**src/rtl/cpu_types_pkg.sv**
```systemverilog
// cpu_types_pkg: shared CPU types -- register index and hazard controller state.
`default_nettype none

package cpu_types_pkg;

  typedef logic [4:0] regbits_t;

  typedef enum logic [1:0] {
    IDLE     = 2'd0,
    LU_STALL = 2'd1,
    MEM_WAIT = 2'd2
  } hz_state_t;

endpackage

`default_nettype wire

```
**src/rtl/hazard_if.sv**
```systemverilog
// hazard_if: bundle between pipeline datapath and fwd_hazard_ctrl (hi = controller side, tb = driver side).
`default_nettype none

interface hazard_if #(
  parameter int NSRC = 2
);
  import cpu_types_pkg::*;

  localparam int FW = $clog2(NSRC + 1);

  regbits_t               ex_rs;
  regbits_t               ex_rt;
  regbits_t               id_rs;
  regbits_t               id_rt;
  logic                   ex_dREN;
  regbits_t               ex_wsel;
  regbits_t [NSRC-1:0]    src_wsel;
  logic     [NSRC-1:0]    src_regwrite;
  logic                   mem_dREN;
  logic                   mem_dWEN;
  logic                   dhit;
  logic                   branch_taken;
  logic     [FW-1:0]      forwardA;
  logic     [FW-1:0]      forwardB;
  logic                   stall_if;
  logic                   stall_id;
  logic                   stall_ex;
  logic                   stall_mem;
  logic                   flush_id;
  logic                   flush_ex;
  logic     [31:0]        stall_cnt;

  modport hi (
    input  ex_rs, ex_rt, id_rs, id_rt, ex_dREN, ex_wsel, src_wsel, src_regwrite,
           mem_dREN, mem_dWEN, dhit, branch_taken,
    output forwardA, forwardB, stall_if, stall_id, stall_ex, stall_mem,
           flush_id, flush_ex, stall_cnt
  );

  modport tb (
    output ex_rs, ex_rt, id_rs, id_rt, ex_dREN, ex_wsel, src_wsel, src_regwrite,
           mem_dREN, mem_dWEN, dhit, branch_taken,
    input  forwardA, forwardB, stall_if, stall_id, stall_ex, stall_mem,
           flush_id, flush_ex, stall_cnt
  );

endinterface

`default_nettype wire

```
**src/rtl/fwd_sel.sv**
```systemverilog
// fwd_sel: priority encoder picking the nearest writing stage whose destination matches rs.
`default_nettype none

module fwd_sel
  import cpu_types_pkg::*;
#(
  parameter int NSRC = 2
) (
  input  regbits_t                       rs,
  input  regbits_t [NSRC-1:0]            src_wsel,
  input  logic     [NSRC-1:0]            src_regwrite,
  output logic     [$clog2(NSRC+1)-1:0]  sel
);

  localparam int FW = $clog2(NSRC + 1);

  // Scan from the farthest stage down so the nearest match wins; r0 is never forwarded.
  always_comb begin
    sel = '0;
    for (int k = NSRC - 1; k >= 0; k--) begin
      if (src_regwrite[k] && (src_wsel[k] == rs) && (rs != '0)) begin
        sel = FW'(k + 1);
      end
    end
  end

endmodule

`default_nettype wire

```
**src/rtl/fwd_hazard_ctrl.sv**
```systemverilog
// fwd_hazard_ctrl: operand forwarding select, load-use bubbles and D-cache miss stalls.
// Optional macro HAZARD_PERF_EN adds a saturating stall-cycle counter on stall_cnt.
`default_nettype none

module fwd_hazard_ctrl
  import cpu_types_pkg::*;
#(
  parameter int NSRC     = 2,
  parameter int LOAD_LAT = 1
) (
  input  logic   CLK,
  input  logic   nRST,
  hazard_if.hi   hif
);

  localparam int         FW        = $clog2(NSRC + 1);
  localparam logic [1:0] BCNT_INIT = 2'(LOAD_LAT - 1);

  hz_state_t     state;
  logic [1:0]    bcnt;
  logic          ret_lu;
  logic          miss;
  logic          lu;
  logic          hold_front;
  logic          hold_back;
  logic          fl_id;
  logic          fl_ex;
  logic [FW-1:0] fsel_a;
  logic [FW-1:0] fsel_b;

  fwd_sel #(.NSRC(NSRC)) u_fwd_a (
    .rs           (hif.ex_rs),
    .src_wsel     (hif.src_wsel),
    .src_regwrite (hif.src_regwrite),
    .sel          (fsel_a)
  );

  fwd_sel #(.NSRC(NSRC)) u_fwd_b (
    .rs           (hif.ex_rt),
    .src_wsel     (hif.src_wsel),
    .src_regwrite (hif.src_regwrite),
    .sel          (fsel_b)
  );

  assign miss = (hif.mem_dREN || hif.mem_dWEN) && !hif.dhit;
  assign lu   = hif.ex_dREN && (hif.ex_wsel != '0) &&
                ((hif.ex_wsel == hif.id_rs) || (hif.ex_wsel == hif.id_rt));

  // Mealy controls: a miss freezes the whole pipe; the dhit cycle in MEM_WAIT releases it.
  always_comb begin
    hold_front = 1'b0;
    hold_back  = 1'b0;
    fl_id      = 1'b0;
    fl_ex      = 1'b0;
    if (miss) begin
      hold_front = 1'b1;
      hold_back  = 1'b1;
    end else begin
      case (state)
        IDLE: begin
          if (hif.branch_taken) begin
            fl_id = 1'b1;
            fl_ex = 1'b1;
          end else if (lu) begin
            hold_front = 1'b1;
            fl_ex      = 1'b1;
          end
        end
        LU_STALL: begin
          if (hif.branch_taken) begin
            fl_id = 1'b1;
            fl_ex = 1'b1;
          end else begin
            hold_front = 1'b1;
            fl_ex      = 1'b1;
          end
        end
        default: ;
      endcase
    end
  end

  assign hif.stall_if  = nRST && hold_front;
  assign hif.stall_id  = nRST && hold_front;
  assign hif.stall_ex  = nRST && hold_back;
  assign hif.stall_mem = nRST && hold_back;
  assign hif.flush_id  = nRST && fl_id;
  assign hif.flush_ex  = nRST && fl_ex;
  assign hif.forwardA  = nRST ? fsel_a : '0;
  assign hif.forwardB  = nRST ? fsel_b : '0;

  always_ff @(posedge CLK) begin
    if (!nRST) begin
      state  <= IDLE;
      bcnt   <= 2'd0;
      ret_lu <= 1'b0;
    end else if (miss) begin
      state <= MEM_WAIT;
      if (state == LU_STALL) begin
        ret_lu <= 1'b1;
      end
    end else begin
      case (state)
        IDLE: begin
          if (!hif.branch_taken && lu && (LOAD_LAT > 1)) begin
            state <= LU_STALL;
            bcnt  <= BCNT_INIT;
          end
        end
        LU_STALL: begin
          if (hif.branch_taken) begin
            state <= IDLE;
            bcnt  <= 2'd0;
          end else begin
            bcnt <= bcnt - 2'd1;
            if (bcnt == 2'd1) begin
              state <= IDLE;
            end
          end
        end
        MEM_WAIT: begin
          state  <= ret_lu ? LU_STALL : IDLE;
          ret_lu <= 1'b0;
        end
        default: state <= IDLE;
      endcase
    end
  end

`ifdef HAZARD_PERF_EN
  logic [31:0] perf_cnt;

  always_ff @(posedge CLK) begin
    if (!nRST) begin
      perf_cnt <= 32'd0;
    end else if ((hold_front || hold_back) && (perf_cnt != 32'hFFFF_FFFF)) begin
      perf_cnt <= perf_cnt + 32'd1;
    end
  end

  assign hif.stall_cnt = perf_cnt;
`else
  assign hif.stall_cnt = 32'd0;
`endif

endmodule

`default_nettype wire

```
**src/flat_wrapper.sv**
```systemverilog
// flat-port wrapper written by rule: the top's interface ports become plain ports
module fwd_hazard_ctrl_flat import cpu_types_pkg::*;
#(
  parameter int NSRC     = 2,
  parameter int LOAD_LAT = 1
)
  (CLK, nRST, hif_ex_rs, hif_ex_rt, hif_id_rs, hif_id_rt, hif_ex_dREN, hif_ex_wsel, hif_src_wsel, hif_src_regwrite, hif_mem_dREN, hif_mem_dWEN, hif_dhit, hif_branch_taken, hif_forwardA, hif_forwardB, hif_stall_if, hif_stall_id, hif_stall_ex, hif_stall_mem, hif_flush_id, hif_flush_ex, hif_stall_cnt);
  hazard_if #(.NSRC(NSRC)) hif_i ();
  input  logic CLK;
  input  logic nRST;
  input wire logic [$bits(hif_i.ex_rs)-1:0] hif_ex_rs;
  input wire logic [$bits(hif_i.ex_rt)-1:0] hif_ex_rt;
  input wire logic [$bits(hif_i.id_rs)-1:0] hif_id_rs;
  input wire logic [$bits(hif_i.id_rt)-1:0] hif_id_rt;
  input wire logic [$bits(hif_i.ex_dREN)-1:0] hif_ex_dREN;
  input wire logic [$bits(hif_i.ex_wsel)-1:0] hif_ex_wsel;
  input wire logic [$bits(hif_i.src_wsel)-1:0] hif_src_wsel;
  input wire logic [$bits(hif_i.src_regwrite)-1:0] hif_src_regwrite;
  input wire logic [$bits(hif_i.mem_dREN)-1:0] hif_mem_dREN;
  input wire logic [$bits(hif_i.mem_dWEN)-1:0] hif_mem_dWEN;
  input wire logic [$bits(hif_i.dhit)-1:0] hif_dhit;
  input wire logic [$bits(hif_i.branch_taken)-1:0] hif_branch_taken;
  output wire logic [$bits(hif_i.forwardA)-1:0] hif_forwardA;
  output wire logic [$bits(hif_i.forwardB)-1:0] hif_forwardB;
  output wire logic [$bits(hif_i.stall_if)-1:0] hif_stall_if;
  output wire logic [$bits(hif_i.stall_id)-1:0] hif_stall_id;
  output wire logic [$bits(hif_i.stall_ex)-1:0] hif_stall_ex;
  output wire logic [$bits(hif_i.stall_mem)-1:0] hif_stall_mem;
  output wire logic [$bits(hif_i.flush_id)-1:0] hif_flush_id;
  output wire logic [$bits(hif_i.flush_ex)-1:0] hif_flush_ex;
  output wire logic [$bits(hif_i.stall_cnt)-1:0] hif_stall_cnt;
  assign hif_i.ex_rs = hif_ex_rs;
  assign hif_i.ex_rt = hif_ex_rt;
  assign hif_i.id_rs = hif_id_rs;
  assign hif_i.id_rt = hif_id_rt;
  assign hif_i.ex_dREN = hif_ex_dREN;
  assign hif_i.ex_wsel = hif_ex_wsel;
  assign hif_i.src_wsel = hif_src_wsel;
  assign hif_i.src_regwrite = hif_src_regwrite;
  assign hif_i.mem_dREN = hif_mem_dREN;
  assign hif_i.mem_dWEN = hif_mem_dWEN;
  assign hif_i.dhit = hif_dhit;
  assign hif_i.branch_taken = hif_branch_taken;
  assign hif_forwardA = hif_i.forwardA;
  assign hif_forwardB = hif_i.forwardB;
  assign hif_stall_if = hif_i.stall_if;
  assign hif_stall_id = hif_i.stall_id;
  assign hif_stall_ex = hif_i.stall_ex;
  assign hif_stall_mem = hif_i.stall_mem;
  assign hif_flush_id = hif_i.flush_id;
  assign hif_flush_ex = hif_i.flush_ex;
  assign hif_stall_cnt = hif_i.stall_cnt;
  fwd_hazard_ctrl #(.NSRC(NSRC), .LOAD_LAT(LOAD_LAT)) u_core (.CLK(CLK), .nRST(nRST), .hif(hif_i));
endmodule
```
**config.mk**
```make
export PLATFORM = sky130hd
export DESIGN_NAME = fwd_hazard_ctrl_flat
export DESIGN_NICKNAME = d
export VERILOG_FILES = /design/src/rtl/cpu_types_pkg.sv /design/src/rtl/hazard_if.sv /design/src/rtl/fwd_sel.sv /design/src/rtl/fwd_hazard_ctrl.sv /design/src/flat_wrapper.sv
export SDC_FILE = /design/constraint.sdc
export NUM_CORES = 1
export LEC_CHECK = 0
export CAP_MARGIN = 15
export CELL_PAD_IN_SITES_DETAIL_PLACEMENT = 1
export CELL_PAD_IN_SITES_GLOBAL_PLACEMENT = 1
export CORE_ASPECT_RATIO = 1.75
export CORE_MARGIN = 2
export CORE_UTILIZATION = 22
export CTS_CLUSTER_SIZE = 28
export DETAILED_ROUTE_END_ITERATION = 16
export PLACE_DENSITY_LB_ADDON = 0.1
export SKIP_LAST_GASP = 1
export SLEW_MARGIN = 20
export SYNTH_ARGS = -nofsm -noshare
export SYNTH_HDL_FRONTEND = slang
export SYNTH_HIERARCHICAL = 1
export SYNTH_SLANG_ARGS = --single-unit
```
**constraint.sdc**
```tcl
create_clock -name CLK -period 5 [get_ports CLK]
set_input_delay 1.5 -clock CLK [delete_from_list [all_inputs] [get_ports CLK]]
set_output_delay 1.5 -clock CLK [all_outputs]
set_load 0.02 [all_outputs]
```
### Yosys cells after proc, flatten, opt, wreduce, memory -nomap -nowiden

Cells that the tools add are included.
W data, S select, Z words.

| storage, ports and cells | value |
|---|---|
| register bits after elaboration | 5 |
| latch bits | 0 |
| RAM bits | 0 |
| memory bits (read-only) | 0 |
| bits of input ports | 44 |
| logic and storage cells | 77 |
| memories kept | 0 |

| operators by class | value |
|---|---|
| $add $sub $neg | 1 |
| multipliers | 0 |
| divide/modulo/power cells | 0 |
| magnitude comparators | 0 |
| equality and inequality tests | 13 |
| shifts and indexed selects | 0 |
| multiplexer cells | 27 |
| bitwise logic cells | 3 |
| reduce and logical (&&, ||, !) cells | 29 |

Operator list:

| operator | count |
|---|---|
| $eq A5 B5 Y1 | 6 |
| $mux W2 | 10 |
| $logic_and A1 B1 Y1 | 15 |
| $reduce_bool A5 Y1 | 3 |
| $mux W1 | 14 |
| $reduce_and A2 Y1 | 4 |
| $pmux W2 S3 | 1 |
| $eq A2 B1 Y1 const B | 2 |
| $ne A4 B3 Y1 const B | 1 |
| $pmux W1 S2 | 2 |
| $reduce_or A2 Y1 | 2 |
| $ne A3 B3 Y1 const B | 1 |
| $not A1 Y1 | 3 |
| $eq A2 B2 Y1 const B | 1 |
| $logic_not A2 Y1 | 1 |
| $logic_or A1 B1 Y1 | 2 |
| $ne A2 B1 Y1 const B | 1 |
| $ne A2 B2 Y1 const B | 1 |
| $reduce_bool A2 Y1 | 1 |
| $sub A2 B1 Y2 const B | 1 |
| $logic_not A1 Y1 | 1 |

### Longest topological paths before layout

Gate-level depths: netlist of run 1.

| logic depth | value |
|---|---|
| word-level depth | 8 |
| mapped depth | 5 |

### By module

The synthesis of run 1 kept the hierarchy.

By module, submodules not included:

| module | times used | cells each | area each (sq um) |
|---|---|---|---|
| fwd_hazard_ctrl | 1 | 93 | 685.7 |
| fwd_sel | 2 | 18 | 138.9 |

### Worst setup path after synthesis of run 1

No wires, ideal clock.

| timing path | value |
|---|---|
| kind | input -> output |
| start point | input port hif_ex_wsel[3] |
| end point | output port hif_stall_if |
| arrival | 2.837 ns |
| required time | 3.500 ns |
| slack | 0.663 ns |
| cell stages on the path | 5 |
| buffers on the path | 1 |
| cells stage by stage | xor2_1 > nor3_1 > a22oi_1 > o31ai_1 > buf_4 |

| between the ends | value |
|---|---|
| word-level cells in the longest chain between the ends | 8 |
| elaborated cells on any way between the ends | 11 |
| those cells by class | eq/ne (2); mux (4); reduce/logical (5) |

Ends and longest elaborated chain:

| element | line | source |
|---|---|---|
| start: declaration | flat_wrapper.sv:16 | `input wire logic [$bits(hif_i.ex_wsel)-1:0] hif_ex_wsel;` |
| $eq A5 B5 Y1 or $reduce_bool A5 Y1 (tied branches) | fwd_hazard_ctrl.sv:47, fwd_hazard_ctrl.sv:46 |  |
| $logic_or A1 B1 Y1 or $logic_and A1 B1 Y1 (tied branches) | fwd_hazard_ctrl.sv:47, fwd_hazard_ctrl.sv:46 |  |
| $logic_and A1 B1 Y1 (*) | fwd_hazard_ctrl.sv:46 | `assign lu = hif.ex_dREN && (hif.ex_wsel != '0) &&` |
| $mux W1 (*) | fwd_hazard_ctrl.sv:64 | `end else if (lu) begin` |
| $mux W1 (*) | fwd_hazard_ctrl.sv:61 | `if (hif.branch_taken) begin` |
| $pmux W1 S2 (*) | fwd_hazard_ctrl.sv:59 | `case (state)` |
| $mux W1 (*) | fwd_hazard_ctrl.sv:55 | `if (miss) begin` |
| $logic_and A1 B1 Y1 (*) | - |  |
| end: declaration | flat_wrapper.sv:25 | `output wire logic [$bits(hif_i.stall_if)-1:0] hif_stall_if;` |

Every way passes the cells marked *; elsewhere a longest branch is shown, timed or not.

### Final worst setup path of run 1

| timing path | value |
|---|---|
| start point | input port hif_ex_wsel[1] |
| end point | output port hif_flush_ex |

| between the ends | value |
|---|---|
| word-level cells in the longest chain between the ends | 8 |
| elaborated cells on any way between the ends | 11 |
| those cells by class | eq/ne (2); mux (4); reduce/logical (5) |

Ends and longest elaborated chain:

| element | line | source |
|---|---|---|
| $eq A5 B5 Y1 or $reduce_bool A5 Y1 (tied branches) | fwd_hazard_ctrl.sv:47, fwd_hazard_ctrl.sv:46 |  |
| $logic_or A1 B1 Y1 or $logic_and A1 B1 Y1 (tied branches) | fwd_hazard_ctrl.sv:47, fwd_hazard_ctrl.sv:46 |  |
| $logic_and A1 B1 Y1 (*) | fwd_hazard_ctrl.sv:46 |  |
| $mux W1 (*) | fwd_hazard_ctrl.sv:64 |  |
| $mux W1 (*) | fwd_hazard_ctrl.sv:61 |  |
| $pmux W1 S2 (*) | fwd_hazard_ctrl.sv:59 |  |
| $mux W1 (*) | fwd_hazard_ctrl.sv:55 |  |
| $logic_and A1 B1 Y1 (*) | fwd_hazard_ctrl.sv:88 | `assign hif.flush_ex = nRST && fl_ex;` |
| end: declaration | flat_wrapper.sv:30 | `output wire logic [$bits(hif_i.flush_ex)-1:0] hif_flush_ex;` |

Marks and branches as above.

==> run_results.csv, run 1 <==
group,metric,value,unit
critical_path,path_max_fanout,3,
critical_path,critPathKind,"in2out",
worst_hold_path,min_to,"u_core/bcnt[1]",
synth,postSynthAreaPerCell,7.47,µm²
worst_hold_path,hp-class,"reg2reg",
synth,yosysUniqueCellTypes,28,
route,drcViolationCount,0,
critical_path,reg2reg_from,"u_core/state[1]",
timing,hold_violations,0,
global_route,antenna_found_initial,0,
critical_path,arrival,3.37,ns
global_route,grt_max_degree,8,
clock_network,cts_root_buf,"clkbuf_8",
floorplan,initial_core_util,0.230,
route,drt-pass1-iter-count,3,
global_route,grt_pass1_wl,4650,µm
critical_path,cp-start-kind,"input port",
timing,timing.final.ws_setup,0.129,ns
clock_network,post-cts-setup-buffers,0,
worst_hold_path,worstHoldStart,"u_core/bcnt[1]",
clock_network,cts_tree,"yes",
finish,nNetsFinal,237,
clock_network,clk_pin_slew,0.04,ns
critical_path,crit_start,"hif_ex_wsel[1]",
route,ant_nets,0,
flow_run,cap_violations,0,
floorplan,io_pins,86,
critical_path,cpPeakStageDelay,0.57,ns
critical_path,worstRegToRegCells,3,
synth,ys_warn_count,6,
critical_path,r2r-end,"u_core/bcnt[1]",
synth,synthArstFlopShare,0,
critical_path,cp-end-kind,"output port",
critical_path,critPathRequiredTime,3.50,ns
synth,synth_edf_count,0,
global_route,grt_pass1_vias,1110,
placement,port_buffers,53,
floorplan,dieArea,0.00495,mm²
finish,drive_above_1_share,0.0838,
synth,seq_area_frac_synth,0.104,
route,wl_per_cell,13.2,µm
clock_network,clk_latency,0.23,ns
route,routed_wl,3160,µm
placement,place_congestion,0.795,
timing,setup_viol,0,
power,leakage,0.000668,µW
floorplan,core.rowCount,31,
power,powerDensity,153,mW/mm²
critical_path,slowest_stage,"or4_4",
floorplan,die_h,91.5,µm
timing,max_freq,205,MHz
route,via_count,1004,
timing,finalCriticalPeriod,4.87,ns
run_status,status,"finished, final reports clean",
clock_network,cts_inserted_buffers,3,
finish,area_growth,58.7,%
clock_network,cts_num_sinks,5,
placement,dpl_cell_area,0.00148,mm²
timing,fin_skew,0.000640,ns
route,avgViaCountPerCell,4.18,
placement,dp_slack,-0.115,ns
synth,ys_seq_elements,5,
synth,syn_area,963,µm²
global_route,grt_use_total,0.127,
critical_path,r2r_slack,3.80,ns
clock_network,cts_hold_buf,0,
clock_network,cts_buffer_depth,2,
global_route,grt-ovfl-total,0,
worst_hold_path,hold_path_depth,2,
placement,dpl.hpwl,2950,µm
floorplan,dieWidth,54.0,µm
critical_path,crit_chain,"clkdlybuf4s50_1, or4_4, o21ai_2, nor2_1, o31a_1, dlygate4sd2_1",
synth,synth_ff_type,"dfxtp_1",
finish,diodes,0,
clock_network,cts-htree-levels,1,
timing,rsz0062_at_grt,"no",
power,vdd_drop_max,0.0000712,V
synth,synthCells,129,
floorplan,core,0.00419,mm²
timing,maxSlewViolCount,0,
timing,finalCritPeriodShare,0.974,
finish,fin_area,0.00153,mm²
route,drt_iter0_markers,17,
timing,tns,0,ns
layout make-up:
cell class | count | area, µm²
repair buffers | 61 | 586
clock buffers | 4 | 45.0
multi-input cells | 119 | 729
well taps | 49 | 61.3
flip-flops and latches | 5 | 100
inverters | 2 | 7.51
fillers | 544 | 2660
synth_stat cells, drive strengths merged (2+ instances only):
cell | number | share of area
or4 | 3 | 0.027
dfxtp | 5 | 0.10
a2111oi | 2 | 0.018
nor3 | 3 | 0.016
o21ai | 2 | 0.014
a21oi | 4 | 0.021
xnor2 | 12 | 0.11
nor2 | 12 | 0.047
nand2 | 9 | 0.035
xor2 | 18 | 0.16
and2 | 7 | 0.045
and3b | 2 | 0.018
inv | 2 | 0.0078
buf | 34 | 0.26
nor4 | 2 | 0.013
nand4 | 2 | 0.013
sequential cells by signal (all words and copies together) (netlist names):
| name | flops |
|---|---|
| u_core/bcnt | 2 |
| u_core/state | 2 |
| u_core/ret_lu | 1 |
power breakdown:
group	switching, µW	leakage [µW]	internal [µW]
clock	22.6	0.0000228	55.0
combinational	59.5	0.000605	55.6
sequential	0.792	0.0000405	40.6
total	83.0	0.000668	151
cell usage in the layout (no fill, tap or decap), types with 2 or more instances in the layout:
master           count
a2111oi_0            2
a21oi_1              4
and2_1               7
and3b_1              2
buf_4                8
clkbuf_8             3
clkdlybuf4s50_1     46
conb_1              32
dfxtp_1              5
dlygate4sd2_1        6
inv_1                2
nand2_1              9
nand4_1              2
nor2_1              12
nor3_1               3
nor4_2               2
or4_1                2
xnor2_1             12
xor2_1              18
per-layer routing:
metal  vias to the layer above  track usage  wire (µm)
met5                         -            0          0
met4                         0       0.0375         32
met3                         3       0.0164        299
met2                        57        0.292       1990
met1                       458       0.0858        834
li1                        486            -          -
critical path, delay by kind of cell:
kind | cells | cell delay, ns
and+or+nand+nor | 2 | 0.65
buffers and inverters | 2 | 0.80
AOI/OAI and AO/OA | 2 | 0.42
how the worst max path moves through the flow:
stage / to / slack, ns
floorplan: hif_stall_if / 0.66
global placement: hif_flush_ex / -0.10
detailed placement: hif_flush_ex / -0.11
CTS: hif_forwardA[1] / 0.003
global route: hif_flush_ex / 0.07
finish: hif_flush_ex / 0.13
kinds of logic (layout without fill, tap and decap cells):
group / after synthesis / after routing / synth area share
buffers and inverters: 36 / 67 / 0.273
XOR/XNOR: 30 / 30 / 0.273
other: 1 / 32 / 0.00389
AO/OA/AOI/OAI: 13 / 13 / 0.0961
adder cells (fa/ha/maj): 1 / 1 / 0.0130
flip-flops: 5 / 5 / 0.104
AND/OR/NAND/NOR: 43 / 43 / 0.238
through the flow:
| step | util | power [µW] | instances | hold WS [ns] |
|---|---|---|---|---|
| 2_1_floorplan | - | 115 | 160 | 0.432 |
| 3_3_place_gp | 0.352 | 156 | 236 | 0.438 |
| 3_5_place_dp | 0.352 | 158 | 236 | 0.451 |
| 4_1_cts | 0.364 | 237 | 240 | 0.455 |
| 5_1_grt | 0.365 | 246 | 240 | 0.494 |
| 6_report | 0.365 | 234 | 240 | 0.453 |
what timing repair did:
item | CTS | global route
gates cloned | 0 | 0
endpoints found under the setup margin | 6 | 1
resized for setup | 8 | 1
Note: power is estimated with default switching activity, not from simulation.
==> run 2: changes to the inputs <==
- CORE_ASPECT_RATIO: 1.75 -> unset
- CORE_UTILIZATION: 22 -> 43
- DONT_BUFFER_PORTS: unset -> 1
==> run_results.csv, run 2 (same netlist as run 1, synthesis figures left out) <==
group,metric,value,unit
timing,maxSlewViolCount,0,
placement,place_inst,156,
placement,dpl.hpwl,1870,µm
clock_network,cts_hold_buf,0,
timing,setup_viol,0,
critical_path,slowest_stage,"or4_1",
global_route,grt_use_total,0.162,
critical_path,path_delay_family,"simple AND/OR/NAND/NOR gates",
power,leakage,0.000385,µW
critical_path,cp-end-kind,"output port",
finish,mostFrequentLayoutCell,"conb_1",
clock_network,cts_inserted_buffers,3,
floorplan,initial_core_util,0.444,
finish,top_regs,"u_core/bcnt: 2 flops, u_core/state: 2 flops, u_core/ret_lu: 1 flops",
timing,rsz0062_at_grt,"no",
timing,tns,0,ns
clock_network,cts_resized,0,
timing,max_freq,246,MHz
finish,diodes,0,
finish,nNetsFinal,178,
global_route,antenna_found_initial,0,
finish,mostFrequentLayoutCells,"32 x conb_1, 18 x xor2_1, 12 x nor2_1, 12 x xnor2_1, 9 x nand2_1",
run_status,status,"finished, final reports clean",
floorplan,core,0.00217,mm²
power,vdd_drop_max,0.0000607,V
global_route,grt_pass1_vias,699,
placement,port_buffers,0,
clock_network,post-cts-setup-buffers,0,
clock_network,cts-htree-levels,1,
global_route,grt_max_degree,9,
critical_path,arrival,2.57,ns
clock_network,clk_latency,0.24,ns
global_route,grt_pass1_wl,3200,µm
floorplan,dieArea,0.00264,mm²
floorplan,die_h,51.3,µm
clock_network,cts_root_buf,"clkbuf_4",
placement,place_congestion,0.791,
critical_path,cp-start-kind,"input port",
critical_path,crit_chain,"or4_1, nor2_1, and3b_1, and2_1",
route,drt_iter0_markers,4,
finish,area_growth,-6.49,%
floorplan,core.rowCount,17,
critical_path,critPathKind,"in2out",
floorplan,dieWidth,51.3,µm
flow_run,cap_violations,0,
critical_path,r2r_slack,3.81,ns
critical_path,path_buf_inv,0,
finish,fillCellCount,306,
worst_hold_path,hp-class,"reg2reg",
route,avgViaCountPerCell,4.66,
finish,drive_above_1_share,0.0606,
global_route,grt-ovfl-total,0,
critical_path,path_max_fanout,3,
timing,finalCriticalPeriod,4.07,ns
finish,postLayoutCoreUtil,0.415,
clock_network,cts_num_sinks,5,
power,powerDensity,165,mW/mm²
timing,hold_violations,0,
clock_network,clk_pin_slew,0.05,ns
route,routed_wl,2130,µm
clock_network,cts_buffer_depth,2,
critical_path,critPathRequiredTime,3.50,ns
route,drt-pass1-iter-count,3,
route,drcViolationCount,0,
route,via_count,745,
route,ant_nets,0,
clock_network,cts_tree,"yes",
critical_path,cpPeakStageDelay,0.50,ns
floorplan,io_pins,86,
timing,finalCritPeriodShare,0.813,
route,wl_per_cell,13.3,µm
timing,fin_skew,0.00397,ns
finish,instances_no_fill,160,
## run 2: cell count changes in the layout (fill, tap and decap cells not counted)
cell	change
dlygate4sd2_1	-6
clkbuf_8	-3
dlymetal6s2s_1	-1
clkdlybuf4s50_1	-46
clkbuf_4	+3
nor4_1	+2
buf_4	-6
nor4_2	-2
## run 2: layout make-up
type / instances / area [µm²] / area share
timing repair buffer: 2 / 15.0 / 0.0167
multi-input combinational: 119 / 717 / 0.796
sequential: 5 / 100 / 0.111
clock buffer: 4 / 26.3 / 0.0292
tap: 28 / 35.0 / 0.0389
inverter: 2 / 7.51 / 0.00833
## run 2: power by group
group	internal [µW]	total (µW)	switching (µW)
clock	30.2	46.9	16.7
sequential	40.4	41.2	0.783
combinational	20.2	60.5	40.3
total	90.8	149	57.8
## run 2: metrics by stage
step                      hold WS [ns]  instance area (µm²)  setup WS [ns]  total power (µW)
after detailed placement         0.451                  875          0.939               101
final                            0.450                  901          0.935               149
after global routing             0.489                  901          0.848               161
after floorplan                  0.432                 1080          0.663               115
after global placement           0.443                  875          0.937               101
after CTS                        0.456                  901          0.939               150
## run 2: worst reg2reg max path, stage by stage, from the launching register on
cell	delay, ns
dfxtp_1	0.36
nand3b_1	0.23
or3b_1	0.40
a21oi_1	0.13
## run 2: per-layer routing
| metal | vias to the layer above | global-route usage | wire length (µm) |
|---|---|---|---|
| li1 | 368 | - | - |
| met5 | - | 0 | 0 |
| met3 | 2 | 0.0585 | 160 |
| met2 | 29 | 0.266 | 1160 |
| met1 | 346 | 0.193 | 806 |
| met4 | 0 | 0.0570 | 8 |
## run 2: final timing paths
check	from	to	depth (start not counted)
max	hif_ex_rs[2]	hif_forwardA[0]	4
max reg2reg	u_core/state[1]	u_core/bcnt[1]	3
min reg2reg	u_core/bcnt[1]	u_core/bcnt[1]	2
min	u_core/bcnt[1]	u_core/bcnt[1]	2
